### src/rtl/ws2812_pkg.sv
// rtl/ws2812_pkg.sv - shared WS2812 timing constants, state encoding and colour reorder helper
package ws2812_pkg;

    localparam int CLK_HZ               = 50_000_000;
    localparam int BIT_CYCLES           = 63;
    localparam int T0H_CYCLES           = 15;
    localparam int T1H_CYCLES           = 45;
    localparam int RESET_CYCLES_DEFAULT = 3000;

    typedef enum logic [2:0] {
        IDLE   = 3'd0,
        FETCH0 = 3'd1,
        LOAD0  = 3'd2,
        SEND   = 3'd3,
        LATCH  = 3'd4,
        DONE   = 3'd5
    } ws2812_state_e;

    // Buffer words are {R,G,B}; the LEDs shift in G first, then R, then B.
    function automatic logic [23:0] rgb_to_grb(input logic [23:0] c);
        return {c[15:8], c[23:16], c[7:0]};
    endfunction

endpackage

### src/rtl/ws2812_gap_timer.sv
// rtl/ws2812_gap_timer.sv - loadable down-counter that flags the end of the latch gap
//
// Ports:
//   clk, rst_n  clock, asynchronous active-low reset
//   load        loads load_val and starts counting down
//   load_val    cycles to run minus one
//   done        high for the single cycle in which the count reaches zero
module ws2812_gap_timer #(
    parameter int CNT_W = 12
) (
    input  logic             clk,
    input  logic             rst_n,
    input  logic             load,
    input  logic [CNT_W-1:0] load_val,
    output logic             done
);

    logic [CNT_W-1:0] cnt;
    logic             run;

    always_ff @(posedge clk or negedge rst_n) begin
        if (!rst_n) begin
            cnt <= '0;
            run <= 1'b0;
        end else if (load) begin
            cnt <= load_val;
            run <= 1'b1;
        end else if (run) begin
            if (cnt == '0) begin
                run <= 1'b0;
            end else begin
                cnt <= cnt - 1'b1;
            end
        end
    end

    // Loading N-1 gives a done in the Nth cycle after the load edge.
    assign done = run && (cnt == '0);

endmodule

### src/rtl/ws2812_frame_ctrl.sv
// rtl/ws2812_frame_ctrl.sv - frame sequencer feeding GRB pixel words to a WS2812 bit encoder
//
// Ports:
//   clk, rst_n   50 MHz clock, asynchronous active-low reset
//   start        one-cycle request to send a frame (ignored unless idle)
//   pix_rd       pixel buffer read strobe
//   pix_addr     pixel buffer address
//   pix_data     buffer word {R,G,B}, valid the cycle after pix_rd
//   rgb          current word for the encoder, {G,R,B}
//   tx_en        encoder enable
//   tx_done      encoder pulse marking the end of the current word
//   busy         high from accepted start until frame_done
//   frame_done   one-cycle pulse at the end of the latch gap
//
// Build option: WS2812_AUTO_REFRESH_EN makes frames repeat back to back
// after the first start, re-reading the buffer each frame.
module ws2812_frame_ctrl
    import ws2812_pkg::*;
#(
    parameter int NUM_PIXELS   = 64,
    parameter int ADDR_W       = 6,
    parameter int RESET_CYCLES = RESET_CYCLES_DEFAULT
) (
    input  logic              clk,
    input  logic              rst_n,
    input  logic              start,
    output logic              pix_rd,
    output logic [ADDR_W-1:0] pix_addr,
    input  logic [23:0]       pix_data,
    output logic [23:0]       rgb,
    output logic              tx_en,
    input  logic              tx_done,
    output logic              busy,
    output logic              frame_done
);

    localparam logic [2:0] S_IDLE   = IDLE;
    localparam logic [2:0] S_FETCH0 = FETCH0;
    localparam logic [2:0] S_LOAD0  = LOAD0;
    localparam logic [2:0] S_SEND   = SEND;
    localparam logic [2:0] S_LATCH  = LATCH;
    localparam logic [2:0] S_DONE   = DONE;

    localparam int GAP_W = (RESET_CYCLES > 1) ? $clog2(RESET_CYCLES + 1) : 1;

    localparam logic [ADDR_W-1:0] LAST_PIX  = ADDR_W'(NUM_PIXELS - 1);
    // Two extra bits so n+2 and NUM_PIXELS compare without overflow even
    // when the buffer is completely full.
    localparam logic [ADDR_W+1:0] NUM_PIX_W = (ADDR_W + 2)'(NUM_PIXELS);

    logic [2:0]        state;
    logic [23:0]       shadow;
    logic [ADDR_W-1:0] pix_n;
    logic              cap_pend;
    logic [ADDR_W+1:0] n_plus2;
    logic              last_word;
    logic              gap_load;
    logic              gap_done;

    assign n_plus2   = {2'b00, pix_n} + (ADDR_W + 2)'(2);
    assign last_word = (pix_n == LAST_PIX);
    assign gap_load  = (state == S_SEND) && tx_done && last_word;

    ws2812_gap_timer #(
        .CNT_W (GAP_W)
    ) u_gap_timer (
        .clk      (clk),
        .rst_n    (rst_n),
        .load     (gap_load),
        .load_val (GAP_W'(RESET_CYCLES - 1)),
        .done     (gap_done)
    );

    always_ff @(posedge clk or negedge rst_n) begin
        if (!rst_n) begin
            state      <= S_IDLE;
            pix_rd     <= 1'b0;
            pix_addr   <= '0;
            rgb        <= '0;
            tx_en      <= 1'b0;
            busy       <= 1'b0;
            frame_done <= 1'b0;
            shadow     <= '0;
            pix_n      <= '0;
            cap_pend   <= 1'b0;
        end else begin
            frame_done <= 1'b0;
            case (state)
                S_IDLE: begin
                    if (start) begin
                        busy     <= 1'b1;
                        pix_rd   <= 1'b1;
                        pix_addr <= '0;
                        state    <= S_FETCH0;
                    end
                end
                S_FETCH0: begin
                    pix_rd <= 1'b0;
                    state  <= S_LOAD0;
                end
                S_LOAD0: begin
                    rgb      <= rgb_to_grb(pix_data);
                    tx_en    <= 1'b1;
                    pix_n    <= '0;
                    cap_pend <= 1'b0;
                    if (NUM_PIXELS > 1) begin
                        pix_rd   <= 1'b1;
                        pix_addr <= ADDR_W'(1);
                    end
                    state <= S_SEND;
                end
                S_SEND: begin
                    // Prefetch: strobe drops after one cycle, data is
                    // captured into the shadow register the cycle after.
                    if (pix_rd) begin
                        pix_rd   <= 1'b0;
                        cap_pend <= 1'b1;
                    end
                    if (cap_pend) begin
                        shadow   <= rgb_to_grb(pix_data);
                        cap_pend <= 1'b0;
                    end
                    if (tx_done) begin
                        if (!last_word) begin
                            rgb   <= shadow;
                            pix_n <= pix_n + 1'b1;
                            if (n_plus2 < NUM_PIX_W) begin
                                pix_rd   <= 1'b1;
                                pix_addr <= n_plus2[ADDR_W-1:0];
                            end
                        end else begin
                            tx_en <= 1'b0;
                            state <= S_LATCH;
                        end
                    end
                end
                S_LATCH: begin
                    if (gap_done) begin
                        frame_done <= 1'b1;
                        state      <= S_DONE;
                    end
                end
                S_DONE: begin
`ifdef WS2812_AUTO_REFRESH_EN
                    // Re-enter the fetch path with the address-0 read
                    // already issued, exactly as a start from IDLE does.
                    pix_rd   <= 1'b1;
                    pix_addr <= '0;
                    state    <= S_FETCH0;
`else
                    busy  <= 1'b0;
                    state <= S_IDLE;
`endif
                end
                default: begin
                    state <= S_IDLE;
                end
            endcase
        end
    end

endmodule

### config.mk
export PLATFORM = sky130hd
export DESIGN_NAME = ws2812_frame_ctrl
export DESIGN_NICKNAME = d
export VERILOG_FILES = /design/src/rtl/ws2812_pkg.sv /design/src/rtl/ws2812_gap_timer.sv /design/src/rtl/ws2812_frame_ctrl.sv
export SDC_FILE = /design/constraint.sdc
export NUM_CORES = 1
export LEC_CHECK = 0
export ABC_AREA = 1
export CAP_MARGIN = 40
export CORE_UTILIZATION = 50
export CTS_BUF_LIST = sky130_fd_sc_hd__clkbuf_8
export DETAILED_ROUTE_END_ITERATION = 10
export HOLD_SLACK_MARGIN = 0.03
export PLACE_DENSITY = 0.78
export SLEW_MARGIN = 10
export SYNTH_ARGS = -nofsm -noshare
export SYNTH_HDL_FRONTEND = slang
export SYNTH_SLANG_ARGS = --single-unit
### constraint.sdc
create_clock -name clk -period 1.39 [get_ports clk]
set_input_delay 0.417 -clock clk [delete_from_list [all_inputs] [get_ports clk]]
set_output_delay 0.417 -clock clk [all_outputs]
set_load 0.1 [all_outputs]
==> flow_summary.ini, run 1 <==
[logic_synthesis]
yosys.cell_types.count = 29
synth.cell_area_um2 = 3920
synth_common_cells = nand2_1, dfrtp_1, inv_1
synth_edf_count = 0
synth_area_leaders = dfrtp_1, nand2_1, o21ai_0
yosysSeqAreaShare_pct = 51.7
synth_top_family_by_area = simple AND/OR/NAND/NOR gates
async_reset_ff_share_pct = 100
yosys.area_share.simple_pct = 24.6
synth_xor_area_share_pct = 0.446
synth_area_per_cell_um2 = 8.06
synth_top_area_share_pct = 51.7
synth.area.mux_share_pct = 0
ys_ff_latch = 81
synth_ff_type = dfrtp_1
synth_compound_area_share_pct = 13.1
yosys.area_share.adder_pct = 1.28
synth_nets = 519
yosysTopAreaCell = dfrtp_1
yosys_warnings = 0
syn-instance-count = 487
synth_most_common_cell = nand2_1

[grt]
grt_max_degree = 82
grt_pass1_vias = 3655
antenna_found_initial = 0
gr-total-overflow = 0
grt_use_total_pct = 26.2
grt_pass1_wl_mm = 17.1

[timing]
setup_ws_ns = -0.280
report.final.setup_viol = 98
rsz0062_at_grt = true
min_period_ns = 1.67
final_hold_viol_count = 0
max-slew-margin-rel_pct = 71.9
worst_pin_slew_ns = 0.422
drv_slew = 0
fmax_mhz = 599
finalCritPeriodShare_pct = 120
skew_ns = 0.0164

[floorplanning]
pin_count = 62
rows = 31
die-area_um2 = 8210
initial_utilization_pct = 53.0
die_h_um = 90.6
die_w_um = 90.6
core_area_um2 = 7410

[critical_path]
cp_max_fo = 12
endpoint_kind = flip-flop
worstSetupStartpointType = flip-flop
rr_startpoint = state[2]
rrSetupSlack_ns = -0.28
rr_worst_depth = 10
path_cells = inv_2 > nand2_4 > inv_4 > buf_4 > nand2_2 > nor2_4 > buf_12 > clkinv_8 > nand2_1 > o21ai_1
critPathBufInv = 5
r2r-end = rgb[18]
critical-path-top-delay-family = buffers and inverters
slowest_stage = dfrtp_1
crit_type = flip-flop to flip-flop
cp.required_ns = 1.63
cp_slowest_stage_delay_ns = 0.41
cp_data_arrival_time_ns = 1.91

[final_layout]
n_antenna_cell = 0
finalNonFillerCells = 743
drive_gt1_share_pct = 42.1
nets = 671
finish.utilization_pct = 88.9
area_delta_synth_final_pct = 67.8

[drt]
drc_errors = 0
dr.pass1.iters = 7
route.detailed.wl_per_inst_um = 21.6
dr.first_iter.drc_count = 403
viasPerCell = 6.14
vias = 4561
wl_mm = 16.1
ant_nets = 0

[place]
dpl.cell_count = 671
dp_hpwl_mm = 6.29
portBuffers = 61
gp_congestion = 0.878

[job]
maxCapViolCount = 0

[clock_network]
cts.clk_slew.worst_paths_ns = 0.10
cts.htree.levels = 3
cts.sinks = 81
cts_root_buffer = clkbuf_8
cts_buffers = 9
clock_latency_ns = 0.38
cts_buffer_depth = 2
cts_tree = done
holdBufCountCts = 0

[power_and_ir_drop]
power.density_nw_per_um2 = 2580
leakagePower_nw = 3.07
irDropWorstVdd_uv = 2110

[run_status]
run_status = complete, but fails checks
violations = setup timing

[min_path]
hold_path_class = input pin to async pin
## registers in the layout, indices dropped and copies added (netlist names)
signal / flops
state: 3
cap_pend: 1
pix_addr: 6
pix_n: 6
tx_en: 1
shadow: 24
busy: 1
pix_rd: 1
rgb: 24
u_gap_timer.run: 1
u_gap_timer.cnt: 12
frame_done: 1
## routing by layer
layer  GRT usage, %  vias to the layer above  wire length [µm]
li1               -                     1869                 -
met1           34.1                     2176              5440
met2           43.7                      387              7940
met3           4.80                      129              1440
met4           9.14                        0              1230
met5              0                        -                 0
## per-stage QoR
stage | power (mW) | hold slack (ns) | cell area [µm²] | TNS [ns] | setup WS [ns]
floorplan | 9.40 | 0.121 | 3960 | -1.73 | -0.0713
global placement | 12.1 | 0.462 | 5240 | -12.54 | -0.318
detailed placement | 12.4 | 0.475 | 5240 | -15.67 | -0.398
CTS | 14.5 | 0.0874 | 5670 | -5.43 | -0.141
global route | 17.6 | 0.0888 | 6580 | -15.90 | -0.382
finish | 17.0 | 0.0604 | 6580 | -11.69 | -0.280
## kinds of logic after synthesis
family	count (synthesis)
xor gates and xnor gates	2
DFF	81
and+or+nand+nor	225
AOI/OAI and AO/OA	101
buffers and inverters	74
adders and majority gates	4
## worst max path at each step
stage / startpoint / endpoint / slack, ns / depth (start not counted)
final: state[2] / rgb[18] / -0.28 / 10
after global routing: pix_n[1] / pix_n[3] / -0.38 / 9
after CTS: pix_n[0] / pix_n[4] / -0.14 / 9
after detailed placement: tx_done / rgb[21] / -0.40 / 8
after global placement: tx_done / pix_addr[0] / -0.32 / 8
after floorplan: pix_n[0] / pix_addr[1] / -0.07 / 10
## where the power goes
group,switching (mW),internal [mW]
Combinational,6.86,4.13
Clock,1.00,0.661
Sequential,0.979,3.33
Total,8.85,8.13
## cells in the final DEF, fill, tap and decap left out, types with 5 or more instances in the layout
| cell | count |
|---|---|
| buf_12 | 39 |
| o21ai_1 | 34 |
| nand2_1 | 103 |
| nand3_2 | 6 |
| inv_1 | 45 |
| nand4_1 | 8 |
| nand2_4 | 13 |
| a21oi_2 | 12 |
| buf_4 | 73 |
| clkbuf_8 | 9 |
| nand2_2 | 24 |
| nand3_1 | 19 |
| nor2_1 | 14 |
| buf_6 | 9 |
| dfrtp_1 | 79 |
| a21oi_1 | 6 |
| clkdlybuf4s50_1 | 26 |
| o21ai_0 | 31 |
| inv_2 | 5 |
| o21ai_2 | 15 |
| nor2_4 | 27 |
## cell type report
class,instances,area [µm²]
Timing Repair Buffer,155,1860
Fill cell,312,826
Clock buffer,9,124
Inverter,55,244
Tap cell,99,124
Timing Repair inverter,4,48.8
Sequential cell,81,2030
Clock inverter,7,55.1
Multi-Input combinational cell,333,2090
## worst register-to-register path, stage by stage, from the launching register on
cell and delay, ns:
dfrtp_1 0.41, inv_2 0.09, nand2_4 0.08, inv_4 0.07, buf_4 0.13, nand2_2 0.10
nor2_4 0.15, buf_12 0.18, clkinv_8 0.10, nand2_1 0.11, o21ai_1 0.11
## what timing repair did
item | in CTS | in global routing
cloned | 3 | 10
buffers inserted | 12 | 32
pin swaps | 16 | 30
setup endpoints to repair | 89 | 113
gates resized for setup | 43 | 139
No activity file was read; power rests on OpenSTA's default activity.
==> inputs of run 2 (changes only) <==
- CORE_MARGIN: default -> 4
- PLACE_DENSITY: 0.78 -> 0.75
==> flow_summary.ini, run 2 (synthesized netlist as in run 1, its figures left out) <==
[run_status]
run_status = complete, but fails checks
violations = setup timing

[critical_path]
rr_worst_depth = 9
cp_max_fo = 5
endpoint_kind = flip-flop
crit_type = flip-flop to flip-flop
cp.required_ns = 1.63
worstSetupStartpointType = flip-flop
cp_data_arrival_time_ns = 1.86
rr_startpoint = u_gap_timer.cnt[6]
rrSetupSlack_ns = -0.23
r2r-end = u_gap_timer.cnt[6]

[timing]
worst_pin_slew_ns = 0.447
finalCritPeriodShare_pct = 116
min_period_ns = 1.62
setup_tns_ns = -8.85
setup_ws_ns = -0.227
fmax_mhz = 619
final_hold_viol_count = 0
report.final.setup_viol = 81
drv_slew = 0
skew_ns = 0.00937
rsz0062_at_grt = true
max-slew-margin-rel_pct = 70.2

[drt]
vias = 4281
dr.pass1.iters = 5
wl_mm = 14.0
drc_errors = 0
viasPerCell = 5.82
ant_nets = 0
route.detailed.wl_per_inst_um = 19.0
dr.first_iter.drc_count = 383

[floorplanning]
die_h_um = 96.6
rows = 32
die-area_um2 = 9330
initial_utilization_pct = 51.0
pin_count = 62
die_w_um = 96.6
core_area_um2 = 7690

[job]
maxCapViolCount = 0

[power_and_ir_drop]
p_sw_share_pct = 51.2
clkPwrFrac_pct = 11.0
p_sw_mw = 8.49
combPwrFrac_pct = 63.3
power.density_nw_per_um2 = 2590
irDropWorstVdd_uv = 1250
internal_power_mw = 8.08
leakagePower_nw = 2.99
power_frac_seq_pct = 25.7

[place]
dpl.cell_count = 675
gp_congestion = 0.853
dp_hpwl_mm = 6.41
portBuffers = 61

[final_layout]
area_delta_synth_final_pct = 63.2
n_antenna_cell = 0
drive_gt1_share_pct = 41.0
finish.utilization_pct = 83.3
nets = 661
seqCellArea_um2 = 2030
finalNonFillerCells = 736
n_fill_cell = 389
final_cell_mix = nand2_1, dfrtp_1, buf_4, inv_1, buf_12
largestRegisters = rgb (24), shadow (24), u_gap_timer.cnt (12)
layout_commonest_cell = nand2_1
multi_input_area_um2 = 2030

[grt]
antenna_found_initial = 0
gr-total-overflow = 0
grt_pass1_wl_mm = 16.6
grt_pass1_vias = 3611
grt_max_degree = 82
grt_use_total_pct = 23.2

[clock_network]
clock_latency_ns = 0.36
cts_tree = done
cts.htree.levels = 3
cts_buffers = 9
cts.clk_slew.worst_paths_ns = 0.09
cts_root_buffer = clkbuf_8
cts.sinks = 81
cts_buffer_depth = 2

[min_path]
hold_path_class = input pin to async pin
-- run 2: cell types whose count changed in the layout (fill, tap and decap cells not counted), moves of 4 or more --
cell / change
dfrtp_2: +4
dfrtp_1: -4
nand3_2: +4
a21oi_1: +9
buf_4: -6
nor2_2: +9
nand3_1: -4
a21oi_2: -9
nor2_1: +4
inv_8: +4
nor2_4: -13
-- run 2: routing by layer --
| metal | up-vias | GRT usage [%] | wire [µm] |
|---|---|---|---|
| met3 | 76 | 4.26 | 1010 |
| met1 | 2077 | 27.6 | 5200 |
| met4 | 0 | 8.64 | 679 |
| met5 | - | 0 | 0 |
| li1 | 1850 | - | - |
| met2 | 278 | 41.7 | 7130 |
-- run 2: timing repair --
item	CTS	global route
pin swaps	17	28
resized for setup	53	115
hold buffers	0	0
cloned	5	8
setup buffers	8	27
setup endpoints to repair	59	82
-- run 2: area by class of cell --
type                            count  share of cell area (%)
Multi-Input combinational cell    334                    31.8
Timing Repair Buffer              142                    26.5
Tap cell                          102                    1.99
Inverter                           55                    3.67
Clock buffer                        9                    1.93
Timing Repair inverter              6                    1.15
Clock inverter                      7                    1.23
Sequential cell                    81                    31.8
-- run 2: how the worst max path moves through the flow --
stage / from / endpoint / slack [ns] / cells after the start
after floorplan: pix_n[0] / pix_addr[1] / -0.07 / 10
after global placement: tx_done / rgb[6] / -0.31 / 8
after detailed placement: tx_done / rgb[20] / -0.38 / 8
after CTS: pix_n[1] / rgb[20] / -0.14 / 9
after global routing: pix_n[0] / rgb[21] / -0.28 / 10
final: u_gap_timer.cnt[6] / u_gap_timer.cnt[6] / -0.23 / 9
-- run 2: power by group through the flow --
stage / logic (mW) / registers [mW] / clock network (mW)
2_1_floorplan: 2.57 / 6.82 / 0
3_3_place_gp: 8.02 / 4.05 / 0
3_5_place_dp: 8.23 / 4.09 / 0
4_1_cts: 8.68 / 4.06 / 1.79
5_1_grt: 11.0 / 4.31 / 1.92
6_report: 10.5 / 4.26 / 1.82
-- run 2: worst max-delay path, stage by stage (launching register included) --
cell and delay (ns):
dfrtp_2 0.46, nor2_4 0.13, nand2_2 0.12, nor2_4 0.16, nand2_2 0.07, nand2_4 0.10
buf_12 0.11, clkinvlp_4 0.13, nand4_1 0.12, nand2_1 0.09
-- run 2: metrics by stage --
stage | hold slack (ns) | worst slack, ns | cell area (µm²) | power [mW]
after global placement | 0.466 | -0.309 | 5240 | 12.1
after floorplan | 0.121 | -0.0713 | 3960 | 9.40
final | 0.0569 | -0.227 | 6400 | 16.6
after detailed placement | 0.476 | -0.376 | 5240 | 12.3
after global routing | 0.110 | -0.285 | 6400 | 17.2
after CTS | 0.0970 | -0.145 | 5730 | 14.5
==> inputs of run 3 (changes only) <==
- CTS_CLUSTER_DIAMETER: default -> 30
==> results of run 3 <==
The final DEF is identical to that of run 2; final timing and power are the same.
